`src/rtl/j17_isa_pkg.sv`:
```
// J17 instruction-set constants shared by the fetch/decode FSM and the
// opcode decoder: opcode map, pcControl encodings, FSM states and the
// registered control word handed to the datapath.
package j17_isa_pkg;

   // Opcode map (instruction bits [31:27])
   localparam logic [4:0] OP_ALU_LAST = 5'd11;  // 0..11 are plain ALU ops
   localparam logic [4:0] OP_MOV      = 5'd12;
   localparam logic [4:0] OP_BR_BASE  = 5'd13;  // 13..20 are branches
   localparam logic [4:0] OP_BR_LAST  = 5'd20;
   localparam logic [4:0] OP_JR       = 5'd21;
   localparam logic [4:0] OP_HALT     = 5'd22;

   // pcControl encodings; branches use 1..8 (opcode - OP_MOV)
   localparam logic [3:0] PC_SEQ  = 4'd0;
   localparam logic [3:0] PC_JR   = 4'd9;
   localparam logic [3:0] PC_HALT = 4'd10;

   typedef enum logic [2:0] {
      ST_FETCH  = 3'd0,
      ST_WAIT   = 3'd1,
      ST_DECODE = 3'd2,
      ST_ISSUE  = 3'd3,
      ST_HALTED = 3'd4
   } fd_state_t;

   // Control word registered in DECODE and held through ISSUE
   typedef struct packed {
      logic [4:0]  alucode;
      logic [3:0]  pc_control;
      logic [2:0]  op1;
      logic [20:0] op2;
      logic        im_control;
      logic        flag;
      logic        flag1;
      logic        writecode;
   } ctrl_t;

endpackage

```
`src/rtl/fetch_decode_if.sv`:
```
// Bus between fetch_decode and its environment: instruction-memory read
// port, PC input, and the issue handshake with the decoded control fields.
interface fetch_decode_if #(parameter int IMEM_AW = 10);
   logic [31:0]        pc;
   logic               imem_en;
   logic [IMEM_AW-1:0] imem_addr;
   logic [31:0]        imem_rdata;
   logic               issue_valid;
   logic               issue_ready;
   logic [4:0]         alucode;
   logic [3:0]         pcControl;
   logic [2:0]         op1;
   logic [20:0]        op2;
   logic               imControl;
   logic               flag;
   logic               flag1;
   logic               writecode;
   logic               halted;
   logic               illegal;

   modport master (
      input  pc, imem_rdata, issue_ready,
      output imem_en, imem_addr, issue_valid, alucode, pcControl, op1, op2,
             imControl, flag, flag1, writecode, halted, illegal
   );

   modport slave (
      output pc, imem_rdata, issue_ready,
      input  imem_en, imem_addr, issue_valid, alucode, pcControl, op1, op2,
             imControl, flag, flag1, writecode, halted, illegal
   );
endinterface

```
`src/rtl/j17_opdecode.sv`:
```
// Combinational opcode-to-control mapping for the J17 ISA.
module j17_opdecode
   import j17_isa_pkg::*;
(
   input  logic [4:0] opcode,
   output logic [4:0] alucode,
   output logic [3:0] pc_control,
   output logic       writecode,
   output logic       legal
);

   // map the opcode onto ALU / PC / write-back controls
   always_comb begin
      // NOTE: every output gets a default first so no path can infer a latch.
      alucode    = '0;
      pc_control = PC_SEQ;
      writecode  = 1'b0;
      legal      = 1'b1;
      if (opcode <= OP_ALU_LAST) begin
         alucode = opcode;
      end else if (opcode == OP_MOV) begin
         writecode = 1'b1;
      end else if (opcode >= OP_BR_BASE && opcode <= OP_BR_LAST) begin
         pc_control = 4'(opcode - OP_MOV);
      end else if (opcode == OP_JR) begin
         pc_control = PC_JR;
      end else if (opcode == OP_HALT) begin
         pc_control = PC_HALT;
      end else begin
         legal = 1'b0;
      end
   end

endmodule

```
`src/rtl/fetch_decode.sv`:
```
// Multi-cycle fetch/decode front end: FETCH -> WAIT -> DECODE -> ISSUE,
// one instruction in flight, stops in HALTED on HALT or an out-of-range PC.
module fetch_decode #(
   parameter int IMEM_AW = 10
) (
   input logic            clock,
   input logic            reset,
   fetch_decode_if.master bus
);
   import j17_isa_pkg::*;

   fd_state_t          state, state_nxt;
   logic [31:0]        ir;
   ctrl_t              ctrl_q, ctrl_d;
   logic               illegal_q;
   logic               ir_load, ctrl_load, oob_stop, pc_oob;
   logic               fetch_en;
   logic [IMEM_AW-1:0] fetch_addr;
   logic [4:0]         dec_alucode;
   logic [3:0]         dec_pc_control;
   logic               dec_writecode, dec_legal;

   assign pc_oob = |bus.pc[31:IMEM_AW];

   j17_opdecode u_opdecode (
      .opcode     (ir[31:27]),
      .alucode    (dec_alucode),
      .pc_control (dec_pc_control),
      .writecode  (dec_writecode),
      .legal      (dec_legal)
   );

   // control word for the held instruction; undecodable opcodes become a NOP
   always_comb begin
      ctrl_d = '0;
      if (dec_legal) begin
         ctrl_d.alucode    = dec_alucode;
         ctrl_d.pc_control = dec_pc_control;
         ctrl_d.writecode  = dec_writecode;
         ctrl_d.im_control = ir[26];
         ctrl_d.flag       = ir[25];
         ctrl_d.flag1      = ir[24];
         ctrl_d.op1        = ir[23:21];
         ctrl_d.op2        = ir[20:0];
      end
   end

   // state register; reset restarts at FETCH and drops any in-flight work
   always_ff @(posedge clock) begin
      // NOTE: clocked state uses non-blocking assignments so every register samples pre-edge values.
      if (reset) state <= ST_FETCH;
      else       state <= state_nxt;
   end

   // next-state logic and per-state strobes
   always_comb begin
      state_nxt  = state;
      fetch_en   = 1'b0;
      fetch_addr = '0;
      ir_load    = 1'b0;
      ctrl_load  = 1'b0;
      oob_stop   = 1'b0;
      case (state)
         ST_FETCH: begin
            if (pc_oob) begin
               oob_stop  = 1'b1;
               state_nxt = ST_HALTED;
            end else begin
               // no read strobe while reset is being applied
               fetch_en   = ~reset;
               fetch_addr = bus.pc[IMEM_AW-1:0];
               state_nxt  = ST_WAIT;
            end
         end
         ST_WAIT: begin
            ir_load   = 1'b1;
            state_nxt = ST_DECODE;
         end
         ST_DECODE: begin
            ctrl_load = 1'b1;
            state_nxt = ST_ISSUE;
         end
         ST_ISSUE: begin
            if (bus.issue_ready)
               state_nxt = (ir[31:27] == OP_HALT) ? ST_HALTED : ST_FETCH;
         end
         ST_HALTED: state_nxt = ST_HALTED;
         default:   state_nxt = ST_FETCH;
      endcase
   end

   // instruction register, decoded control word and sticky illegal flag
   always_ff @(posedge clock) begin
      if (reset) begin
         ir        <= '0;
         ctrl_q    <= '0;
         illegal_q <= 1'b0;
      end else begin
         if (ir_load) ir <= bus.imem_rdata;
         if (ctrl_load) begin
            ctrl_q    <= ctrl_d;
            illegal_q <= ~dec_legal;
         end else if (oob_stop) begin
            illegal_q <= 1'b1;
         end
      end
   end

   assign bus.imem_en     = fetch_en;
   assign bus.imem_addr   = fetch_addr;
   assign bus.issue_valid = (state == ST_ISSUE);
   assign bus.halted      = (state == ST_HALTED);
   assign bus.illegal     = illegal_q;
   assign bus.alucode     = ctrl_q.alucode;
   assign bus.pcControl   = ctrl_q.pc_control;
   assign bus.op1         = ctrl_q.op1;
   assign bus.op2         = ctrl_q.op2;
   assign bus.imControl   = ctrl_q.im_control;
   assign bus.flag        = ctrl_q.flag;
   assign bus.flag1       = ctrl_q.flag1;
   assign bus.writecode   = ctrl_q.writecode;

endmodule

```
`src/flat_wrapper.sv`:
```
// flat-port wrapper written by rule: the top's interface ports become plain ports
module fetch_decode_flat import j17_isa_pkg::*;
#(
   parameter int IMEM_AW = 10
)
  (clock, reset, bus_pc, bus_imem_rdata, bus_issue_ready, bus_imem_en, bus_imem_addr, bus_issue_valid, bus_alucode, bus_pcControl, bus_op1, bus_op2, bus_imControl, bus_flag, bus_flag1, bus_writecode, bus_halted, bus_illegal);
  fetch_decode_if #(.IMEM_AW(IMEM_AW)) bus_i ();
  input logic clock;
  input logic reset;
  input wire logic [$bits(bus_i.pc)-1:0] bus_pc;
  input wire logic [$bits(bus_i.imem_rdata)-1:0] bus_imem_rdata;
  input wire logic [$bits(bus_i.issue_ready)-1:0] bus_issue_ready;
  output wire logic [$bits(bus_i.imem_en)-1:0] bus_imem_en;
  output wire logic [$bits(bus_i.imem_addr)-1:0] bus_imem_addr;
  output wire logic [$bits(bus_i.issue_valid)-1:0] bus_issue_valid;
  output wire logic [$bits(bus_i.alucode)-1:0] bus_alucode;
  output wire logic [$bits(bus_i.pcControl)-1:0] bus_pcControl;
  output wire logic [$bits(bus_i.op1)-1:0] bus_op1;
  output wire logic [$bits(bus_i.op2)-1:0] bus_op2;
  output wire logic [$bits(bus_i.imControl)-1:0] bus_imControl;
  output wire logic [$bits(bus_i.flag)-1:0] bus_flag;
  output wire logic [$bits(bus_i.flag1)-1:0] bus_flag1;
  output wire logic [$bits(bus_i.writecode)-1:0] bus_writecode;
  output wire logic [$bits(bus_i.halted)-1:0] bus_halted;
  output wire logic [$bits(bus_i.illegal)-1:0] bus_illegal;
  assign bus_i.pc = bus_pc;
  assign bus_i.imem_rdata = bus_imem_rdata;
  assign bus_i.issue_ready = bus_issue_ready;
  assign bus_imem_en = bus_i.imem_en;
  assign bus_imem_addr = bus_i.imem_addr;
  assign bus_issue_valid = bus_i.issue_valid;
  assign bus_alucode = bus_i.alucode;
  assign bus_pcControl = bus_i.pcControl;
  assign bus_op1 = bus_i.op1;
  assign bus_op2 = bus_i.op2;
  assign bus_imControl = bus_i.imControl;
  assign bus_flag = bus_i.flag;
  assign bus_flag1 = bus_i.flag1;
  assign bus_writecode = bus_i.writecode;
  assign bus_halted = bus_i.halted;
  assign bus_illegal = bus_i.illegal;
  fetch_decode #(.IMEM_AW(IMEM_AW)) u_core (.clock(clock), .reset(reset), .bus(bus_i));
endmodule
```
`config.mk`:
```
export PLATFORM = sky130hd
export DESIGN_NAME = fetch_decode_flat
export DESIGN_NICKNAME = d
export VERILOG_FILES = /design/src/rtl/j17_isa_pkg.sv /design/src/rtl/fetch_decode_if.sv /design/src/rtl/j17_opdecode.sv /design/src/rtl/fetch_decode.sv /design/src/flat_wrapper.sv
export SDC_FILE = /design/constraint.sdc
export NUM_CORES = 1
export LEC_CHECK = 0
export BUFFER_PORTS_ARGS = -buffer_cell sky130_fd_sc_hd__buf_2
export CAP_MARGIN = 20
export CORE_MARGIN = 4
export CORE_UTILIZATION = 30
export DETAILED_ROUTE_END_ITERATION = 16
export HOLD_SLACK_MARGIN = 0.06
export PLACE_DENSITY = 0.53
export SLEW_MARGIN = 20
export SYNTH_ARGS = -nofsm -noshare
export SYNTH_HDL_FRONTEND = slang
export SYNTH_SLANG_ARGS = --single-unit
```
`constraint.sdc`:
```
create_clock -name clock -period 3.4 [get_ports clock]
set_input_delay 0 -clock clock [delete_from_list [all_inputs] [get_ports clock]]
set_output_delay 0 -clock clock [all_outputs]
set_load 0.005 [all_outputs]
```
Word-level counts from Yosys, hierarchy flattened --
Cells that the tools add are included.
Cells by class: add/subtract/negate cells 1, multiply operators 0, div/mod/pow operators 0, $lt $le $gt $ge 3, equal/unequal tests 8, shift operators 0, multiplexer cells 28, bitwise gates (word level) 2, reduce and logical (&&, ||, !) cells 4
Operator list (count):
- two-way mux 37 bit | 1
- OR reduction 22 bit | 1
- two-way mux 10 bit | 2
- two-way mux 4 bit | 5
- two-way mux 1 bit | 15
- case mux 3 bit (5 select lines) | 1
- == test 5 bit (second input constant) | 2
- two-way mux 3 bit | 3
- == test 3 x 2 -> 1 bit (second input constant) | 2
- == test 5 x 4 -> 1 bit (second input constant) | 1
- >= comparator 5 x 4 -> 1 bit (second input constant) | 1
- <= comparator 5 x 4 -> 1 bit (second input constant) | 1
- <= comparator 5 bit (second input constant) | 1
- two-way mux 5 bit | 1
- subtractor 4 bit (second input constant) | 1
- == test 3 x 1 -> 1 bit (second input constant) | 1
- == test 3 bit (second input constant) | 1
- logical NOT 3 bit | 1
- != test 2 bit (second input constant) | 1
- inverter 1 bit | 2
- nonzero test 2 bit | 1
- logical AND 1 bit | 1
Storage, ports and cells: flip-flop bits (word level) 73, bits in latches 0, memory bits (writable) 0, bits in read-only memories 0, input bits 67, memories 0

Depth between registers and ports, before layout --
Gate-level depths: netlist (run 1).
depth after elaboration 8, mapped depth 9, gate-level depth less buffers 7

Cells and area by module --
From an unflattened synthesis (run 1), not the netlist that was laid out.
Unflattened totals: cells, all modules 389, area, all modules 3088.0 um^2
Modules (own cells, without submodules):
- fetch_decode | instances 1, cells each 351, area each 2811.4 um^2, sequential area each 1461.4 um^2
- j17_opdecode | instances 1, cells each 38, area each 276.5 um^2, sequential area each 0.0 um^2

Worst setup path after synthesis (run 1) --
OpenSTA, ideal clock, no wires.
path type reg2reg, start point reg u_core.ir[29], end point reg u_core.ctrl_q, in the netlist u_core.bus.flag, setup time 0.117 ns, arrival 2.057 ns, required time 3.283 ns, path slack 1.226 ns, stages on the path, launching flop included 10, path buffers 2, cell sequence dfxtp_1 buf_2 inv_1 ha_1 and3_4 or4_4 o21ai_4 a21oi_4 buf_6 a22o_1
Between the ends: longest elaborated chain between the ends 7
Ends and longest elaborated chain:
- from (decl) | RTL line fetch_decode.sv:13 | logic [31:0] ir;
- from (signal assigned) | RTL line fetch_decode.sv:99 | if (ir_load) ir <= bus.imem_rdata;
- parallel branches: the longest is 5 deep, another holds >= comparator 5 x 4 -> 1 bit
- two-way mux 1 bit * | RTL line j17_opdecode.sv:19 | if (opcode <= OP_ALU_LAST) begin
- two-way mux 37 bit * | RTL line fetch_decode.sv:36 | if (dec_legal) begin
- to (signal assigned) | RTL line fetch_decode.sv:101 | ctrl_q <= ctrl_d;
- to (decl) | RTL line fetch_decode.sv:14 | ctrl_t ctrl_q, ctrl_d;
Every way passes the cells marked *. A chain may end at the register's enable or synchronous reset.

Worst setup path in the final report (run 1) --
start point reg u_core.ir[29], end point reg u_core.ctrl_q, in the netlist u_core.bus.op2[1]
The elaborated chain is that of the path after synthesis.

==> results.toml, run 1 <==
[global_route]
antenna_found_initial = 0
grtUsageTotal = 0.1394
gr-total-overflow = 0
grt_pass1_wl_um = 12800
grt_pass1_vias = 2793
grt_start_max_net_pins = 46

[critical_path]
crit_fanout = 27
cp-end-kind = "register"
startpoint_type = "register"
critPathKind = "register to register"
critPathArrivalTime_ns = 2.63
cp_data_required_time_ns = 3.64

[route]
wl_met1_um = 3486
met3_length_um = 368
drt-total-wl_um = 7876
drt-wirelength-per-cell_um = 13.08
ant_nets = 0
num_vias = 2748
viasPerCell = 4.565
wl_met2_um = 3856
maxUsedRoutingLayer = "met4"
drt_first_iter_violations = 74
drc = 0
drtPass1Iterations = 4

[die]
die_y_um = 106.9
start_util = 0.3131
dieArea_um2 = 11430
row_count = 35
core_area_um2 = 9371
die_x_um = 106.9
ioPinCount = 118

[timing]
finalCritPeriodShare = 0.7047
fin_skew_ns = 0.007373
finalSetupViolCount = 0
timing.fmax_mhz = 417.3
min_period_ns = 2.396
setup_slack_ns = 1.004
maxSlewViolCount = 0
slew_headroom = 0.4124
hold_viol = 0
grt_setup_unrepaired = "false"
final.setup.tns_ns = 0
tightest_slew_ns = 0.8814

[clock_tree]
cts_made_buffers = 9
hold_buffers = 33
cts_root_buf = "clkbuf_8"
clock_latency_ns = 0.34
htree_levels = 3
clk_pin_slew_ns = 0.08
post_cts_resized = 0
clockBufferDepth = 2
cts.sinks = 73
cts_tree = "done"
post_cts_buffers = 0

[layout]
finalNonFillerCells = 602
fin_nets = 538
area_delta_synth_final_pct = 39.57
layout_commonest_cell = "buf_2"
fin_util = 0.4370
layout_common_cells = "buf_2, nand2_1, dfxtp_1"
antenna_cells = 0
drive_gt1_frac = 0.3340
final_area_um2 = 4095

[logic_synthesis]
syn_area_per_cell_um2 = 8.918
synth_edf_count = 0
synthMuxAreaShare = 0.01151
synth-compound-area-share = 0.2072
syn_area_um2 = 2934
ys_ff_latch = 73
yosysSeqAreaShare = 0.4981
ys_warn_count = 0
synth.distinct_cells = 42
synth_adder_area_share = 0.01279
synth_async_sr_flop_share = 0
yosys.area_share.simple = 0.2055
synth_xor_xnor_area_share = 0.002985
synth_top_family_by_area = "compound AO/OA/AOI/OAI gates"
synth_ff_type = "dfxtp_1"
synth_nets = 399
syn_inst = 329

[pwr]
p_per_area_nw_per_um2 = 395.6
power_leakage_nw = 1.717
peakVddDrop_uv = 262.8

[placed_design]
place_area_um2 = 3563
place_congestion = 0.8109
place.port_buffers = 117
post-dp-hpwl_um = 5359
place_ws_ns = 1.006
dp_cells = 553

[worst_hold_path]
hold_class = "input port to register"

[status]
status = "finished, final reports clean"

[run]
cap_violations = 0
[final timing paths]
check                            start  depth (start not counted)  slack (ns)                    to
setup / recovery         u_core.ir[29]                          7        1.00     u_core.bus.op2[1]
hold reg to reg   u_core.bus.writecode                          2        0.45  u_core.bus.writecode
hold / removal              bus_pc[30]                          5        0.14       u_core.state[2]
setup reg to reg         u_core.ir[29]                          7        1.00     u_core.bus.op2[1]
[worst max-delay path, stage by stage, from the launching register on]
cell	delay (ns)
dfxtp_1	0.52
inv_1	0.12
ha_1	0.24
and3_4	0.18
or4_4	0.49
o21ai_4	0.19
a21oi_4	0.22
a22o_2	0.32
[state kept, by name, indices dropped and copies added, names as in the netlist]
signal and count:
u_core.bus.alucode 5, u_core.bus.flag 1, u_core.ir 32, u_core.bus.imControl 1
u_core.bus.illegal 1, u_core.bus.op1 3, u_core.bus.pcControl 4, u_core.bus.flag1 1
u_core.bus.op2 21, u_core.bus.writecode 1, u_core.state 3
[cell type report]
| cell class | count | area, um2 |
|---|---|---|
| inverters | 7 | 26.28 |
| clock inverters | 6 | 67.56 |
| fillers | 1004 | 5276 |
| flip-flops and latches | 73 | 1461 |
| multi-input cells | 223 | 1305 |
| well taps | 129 | 161.4 |
| repair buffers | 154 | 945.9 |
| clock buffers | 10 | 127.6 |
[metrics by stage]
stage | power (mW) | hold WS, ns
finish | 1.620 | 0.1378
global route | 1.695 | 0.2027
CTS | 1.646 | 0.1221
detailed placement | 0.9401 | 0.2220
global placement | 0.9388 | 0.2173
floorplan | 0.8963 | 0.1103
[report_power, final]
part / switching, mW / internal (mW) / leakage [nW]
Clock: 0.330 / 0.342 / 0.0929
Sequential: 0.00227 / 0.856 / 0.588
Combinational: 0.0343 / 0.0563 / 1.04
Total: 0.367 / 1.25 / 1.72
[metal layers]
layer / up-vias / track usage
met3: 14 / 0.04154
li1: 1415 / -
met4: 0 / 0.04932
met2: 58 / 0.2406
met5: - / 0
met1: 1261 / 0.1639
[cell families after synthesis]
kind of cell / Yosys count
AOI/OAI and AO/OA: 87
xor gates and xnor gates: 1
adders and majority gates: 3
buffers and inverters: 33
DFF: 73
muxes: 2
and+or+nand+nor: 130
[cell usage after synthesis, drive strengths merged (2+ instances only)]
cell / n / area (um2)
inv: 7 / 26.27
buf: 8 / 62.56
clkbuf: 17 / 83.83
dfxtp: 73 / 1461
or4: 3 / 26.27
and3: 2 / 17.52
a21oi: 44 / 235.2
a22o: 29 / 264.0
o21ai: 7 / 46.30
nor2: 12 / 45.04
nor4: 5 / 31.28
nand2: 76 / 285.3
nand4: 2 / 12.51
nor3: 6 / 30.03
ha: 3 / 37.54
a32o: 2 / 20.02
and2: 12 / 75.07
nand3: 6 / 30.03
nor4b: 2 / 17.52
No activity file was read; power rests on OpenSTA's default activity.
==> inputs of run 2 (changes only) <==
--- a/config.mk
+++ b/config.mk
@@ -11,7 +11,7 @@
 export CORE_UTILIZATION = 30
 export DETAILED_ROUTE_END_ITERATION = 16
 export HOLD_SLACK_MARGIN = 0.06
-export PLACE_DENSITY = 0.53
+export PLACE_DENSITY = 0.55
 export SLEW_MARGIN = 20
 export SYNTH_ARGS = -nofsm -noshare
 export SYNTH_HDL_FRONTEND = slang
==> constraint.sdc (replaced) <==
create_clock -name clock -period 2.2 [get_ports clock]
set_input_delay 0 -clock clock [delete_from_list [all_inputs] [get_ports clock]]
set_output_delay 0 -clock clock [all_outputs]
set_load 0.005 [all_outputs]
==> results.toml, run 2 (synthesis gave the netlist of run 1 again) <==
[layout]
fillers = 1018
fin_nets = 552
drive_gt1_frac = 0.3511
finalNonFillerCells = 616
final_area_um2 = 4265
largest_reg_flops = 32
antenna_cells = 0
top_register = "u_core.ir"
seq_area_um2 = 1461
multiInputGateArea_um2 = 1333
layout_common_cells = "buf_2, nand2_1, dfxtp_1"
layout_commonest_cell = "buf_2"
area_delta_synth_final_pct = 45.37

[route]
num_vias = 2830
drtPass1Iterations = 4
viasPerCell = 4.594
drt_first_iter_violations = 135
drt-total-wl_um = 8477
drc = 0
drt-wirelength-per-cell_um = 13.76
ant_nets = 0

[critical_path]
cp_data_required_time_ns = 2.44
crit_chain = "ha_1 -> and3_4 -> or4_4 -> o21ai_4 -> buf_12 -> a21oi_2 -> a22o_1"
crit_path_max_incr_delay_ns = 0.49
r2r-start = "u_core.ir[30]"
cp_top_family = "simple AND/OR/NAND/NOR gates"
reg2reg_depth = 7
r2r_setup_slack_ns = 0.12
startpoint_type = "register"
worst-path-buf-inv = 1
crit_fanout = 8
cp-end-kind = "register"
critPathKind = "register to register"
rr_endpoint = "u_core.bus.op1[2]"
slowest_stage = "or4_4"
critPathArrivalTime_ns = 2.32

[global_route]
grt_pass1_vias = 2747
grt_pass1_wl_um = 13250
gr-total-overflow = 0
grtUsageTotal = 0.1457
antenna_found_initial = 0
grt_start_max_net_pins = 28

[die]
die_x_um = 106.9
die_y_um = 106.9
core_area_um2 = 9371
row_count = 35
start_util = 0.3131
ioPinCount = 118
dieArea_um2 = 11430

[clock_tree]
cts_root_buf = "clkbuf_8"
cts_made_buffers = 9
clockBufferDepth = 2
clk_pin_slew_ns = 0.08
clock_latency_ns = 0.35
htree_levels = 3
cts_tree = "done"
cts.sinks = 73

[timing]
finalCritPeriodShare = 0.9449
finalSetupViolCount = 0
slew_headroom = 0.6763
fin_skew_ns = 0.01135
min_period_ns = 2.079
final.setup.tns_ns = 0
tightest_slew_ns = 0.4754
grt_setup_unrepaired = "false"
timing.fmax_mhz = 481.0
maxSlewViolCount = 0
hold_viol = 0

[placed_design]
place_congestion = 0.8801
dp_cells = 563
place_area_um2 = 3638
post-dp-hpwl_um = 5758
place.port_buffers = 117

[pwr]
power_leakage_nw = 1.808
peakVddDrop_uv = 364.3
p_per_area_nw_per_um2 = 642.4
fin_total_pwr_mw = 2.740

[worst_hold_path]
hold_class = "input port to register"
holdCritStartpoint = "reset"
hold_depth = 2
holdPathEnd = "u_core.ir[1]"

[run]
cap_violations = 0

[status]
status = "finished, final reports clean"
[run 2: cell count changes in the layout (fill, tap and decap cells not counted), sizes merged]
cell / previous run / this run
buf: 121 / 132
clkinv: 2 / 1
clkinvlp: 2 / 1
bufinv: 1 / 3
a21oi: 44 / 47
[run 2: worst max-delay path by stage]
stage                              from                 endpoint  slack (ns)  depth (start not counted)
after global placement    u_core.ir[30]        u_core.bus.op2[7]        0.11                          6
after CTS                 u_core.ir[30]        u_core.bus.op2[3]        0.01                          6
after detailed placement  u_core.ir[30]        u_core.bus.op2[1]        0.03                          6
after global routing      u_core.ir[30]  u_core.bus.pcControl[3]        0.03                          6
after floorplan           u_core.ir[29]          u_core.bus.flag        0.03                          9
final                     u_core.ir[30]        u_core.bus.op1[2]        0.12                          7
[run 2: what timing repair did]
item                                    in CTS  in global routing
endpoints found under the setup margin       0                 27
buffers inserted                             0                  1
gates resized for setup                      0                  1
hold endpoints to repair                    34                  0
hold buffers                                33                  0
[run 2: per-stage QoR]
| stage | worst slack, ns | hold WS [ns] | utilization |
|---|---|---|---|
| finish | 0.1211 | 0.08658 | 0.4551 |
| global route | 0.02943 | 0.1017 | 0.4551 |
| CTS | 0.01436 | 0.08205 | 0.4494 |
| detailed placement | 0.03275 | 0.2231 | 0.3883 |
| global placement | 0.1072 | 0.2206 | 0.3883 |
| floorplan | 0.02586 | 0.1103 | - |
[run 2: final cells by class]
class                           instances  share of cell area
Clock inverter                          6             0.02699
Timing Repair Buffer                  165              0.2441
Inverter                                7            0.006160
Multi-Input combinational cell        226              0.3124
Clock buffer                           10             0.02992
Tap cell                              129             0.03784
Sequential cell                        73              0.3426
[run 2: metal layers]
metal / global-route usage / share of wire / up-vias
met5: 0 / 0 / -
met1: 0.1699 / 0.44 / 1300
met4: 0.04658 / 0.020 / 0
met2: 0.2581 / 0.49 / 64
li1: - / - / 1452
met3: 0.03974 / 0.048 / 14
[run 2: power by group]
group          switching, mW  leakage [nW]  internal, mW
clock                  0.511         0.117         0.759
sequential           0.00103         0.588          1.32
combinational         0.0560          1.10        0.0905
total                  0.568          1.81          2.17
==> inputs of run 3 (changes only) <==
--- a/config.mk
+++ b/config.mk
@@ -11,7 +11,7 @@
 export CORE_UTILIZATION = 30
 export DETAILED_ROUTE_END_ITERATION = 16
 export HOLD_SLACK_MARGIN = 0.06
-export PLACE_DENSITY = 0.55
+export PLACE_DENSITY = 0.53
 export SLEW_MARGIN = 20
 export SYNTH_ARGS = -nofsm -noshare
 export SYNTH_HDL_FRONTEND = slang
==> constraint.sdc (replaced) <==
create_clock -name clock -period 2.7 [get_ports clock]
set_input_delay 0 -clock clock [delete_from_list [all_inputs] [get_ports clock]]
set_output_delay 0 -clock clock [all_outputs]
set_load 0.005 [all_outputs]
==> results.toml, run 3 (synthesis gave the netlist of run 1 again) <==
[layout]
antenna_cells = 0
finalNonFillerCells = 606
drive_gt1_frac = 0.3375
layout_common_cells = "buf_2, nand2_1, dfxtp_1"
layout_commonest_cell = "buf_2"
final_area_um2 = 4167
largest_reg_flops = 32
area_delta_synth_final_pct = 42.00
fin_nets = 542
top_register = "u_core.ir"

[worst_hold_path]
hold_class = "input port to register"
hold_depth = 5

[timing]
tightest_slew_ns = 0.7728
min_period_ns = 2.392
finalCritPeriodShare = 0.8858
hold_viol = 0
final.setup.tns_ns = 0
grt_setup_unrepaired = "false"
slew_headroom = 0.4836
maxSlewViolCount = 0
fin_skew_ns = 0.005641
finalSetupViolCount = 0
timing.fmax_mhz = 418.1
fin_hold_ws_ns = 0.1396

[pwr]
fin_total_pwr_mw = 2.236
p_per_area_nw_per_um2 = 536.7
peakVddDrop_uv = 271.5
power_leakage_nw = 1.760

[critical_path]
cp-end-kind = "register"
crit_fanout = 27
crit_chain = "inv_1 -> ha_1 -> and3_4 -> or4_4 -> o21ai_4 -> a21oi_4 -> a22o_2"
cp.depth = 7
cp_data_required_time_ns = 2.94
startpoint_type = "register"
cp_top_family = "compound AO/OA/AOI/OAI gates"
worst-path-buf-inv = 1
critPathKind = "register to register"
critPathArrivalTime_ns = 2.63
slowest_stage = "dfxtp_1"
reg2reg_depth = 7
crit_path_max_incr_delay_ns = 0.53

[placed_design]
post-dp-hpwl_um = 5503
place.port_buffers = 117
place_area_um2 = 3593
place_congestion = 0.8118
dp_cells = 557

[global_route]
antenna_found_initial = 0
grt_pass1_vias = 2654
gr-total-overflow = 0
grt_start_max_net_pins = 33
grtUsageTotal = 0.1407
grt_pass1_wl_um = 12970

[die]
die_x_um = 106.9
start_util = 0.3131
dieArea_um2 = 11430
core_area_um2 = 9371
row_count = 35
ioPinCount = 118
die_y_um = 106.9

[run]
cap_violations = 0

[clock_tree]
clockBufferDepth = 2
cts_tree = "done"
cts_made_buffers = 9
clock_latency_ns = 0.34
post_cts_resized = 0
cts_root_buf = "clkbuf_8"
cts.sinks = 73
clk_pin_slew_ns = 0.08
htree_levels = 3

[route]
viasPerCell = 4.564
drt-wirelength-per-cell_um = 13.14
num_vias = 2766
drc = 0
drt-total-wl_um = 7960
drtPass1Iterations = 4
drt_first_iter_violations = 97
ant_nets = 0

[status]
status = "finished, final reports clean"
==> run 3: worst paths after layout <==
kind                        start  slack, ns                    to
min                    bus_pc[30]       0.14       u_core.state[2]
max                 u_core.ir[29]       0.31     u_core.bus.op2[7]
max reg2reg         u_core.ir[29]       0.31     u_core.bus.op2[7]
min reg2reg  u_core.bus.writecode       0.45  u_core.bus.writecode
==> run 3: layout make-up <==
class / count / area (um2)
Clock buffer: 10 / 127.6
Clock inverter: 6 / 115.1
Fill cell: 986 / 5205
Inverter: 7 / 26.28
Multi-Input combinational cell: 223 / 1299
Sequential cell: 73 / 1461
Tap cell: 129 / 161.4
Timing Repair Buffer: 158 / 975.9
==> run 3: repair_timing <==
item	in CTS	in global routing
hold endpoints to repair	34	0
hold buffers	33	0
endpoints found under the setup margin	0	0
buffers inserted	0	0
==> run 3: routing by layer <==
metal	vias up	wire, um	track usage	part of all wire
met5	-	0	0	0
met4	0	76	0.03562	0.0095
met3	9	375	0.03793	0.047
met2	60	3991	0.2469	0.50
met1	1269	3517	0.1703	0.44
li1	1428	-	-	-
==> run 3: stage by stage <==
| stage | setup slack (ns) | util |
|---|---|---|
| 2_1_floorplan | 0.5259 | - |
| 3_3_place_gp | 0.3909 | 0.3834 |
| 3_5_place_dp | 0.3007 | 0.3834 |
| 4_1_cts | 0.2879 | 0.4446 |
| 5_1_grt | 0.1622 | 0.4446 |
| 6_report | 0.3084 | 0.4446 |
==> run 3: power by group <==
part	switching [mW]	total, mW	internal (mW)
registers	0.00276	1.08	1.08
logic	0.0430	0.115	0.0718
clock network	0.422	1.04	0.619
==> run 3: tightest hold or removal path, stage by stage <==
cell,delay [ns]
buf_2,0.08
nor4_1,0.03
nand2_1,0.07
nor3_1,0.05
o41ai_1,0.22
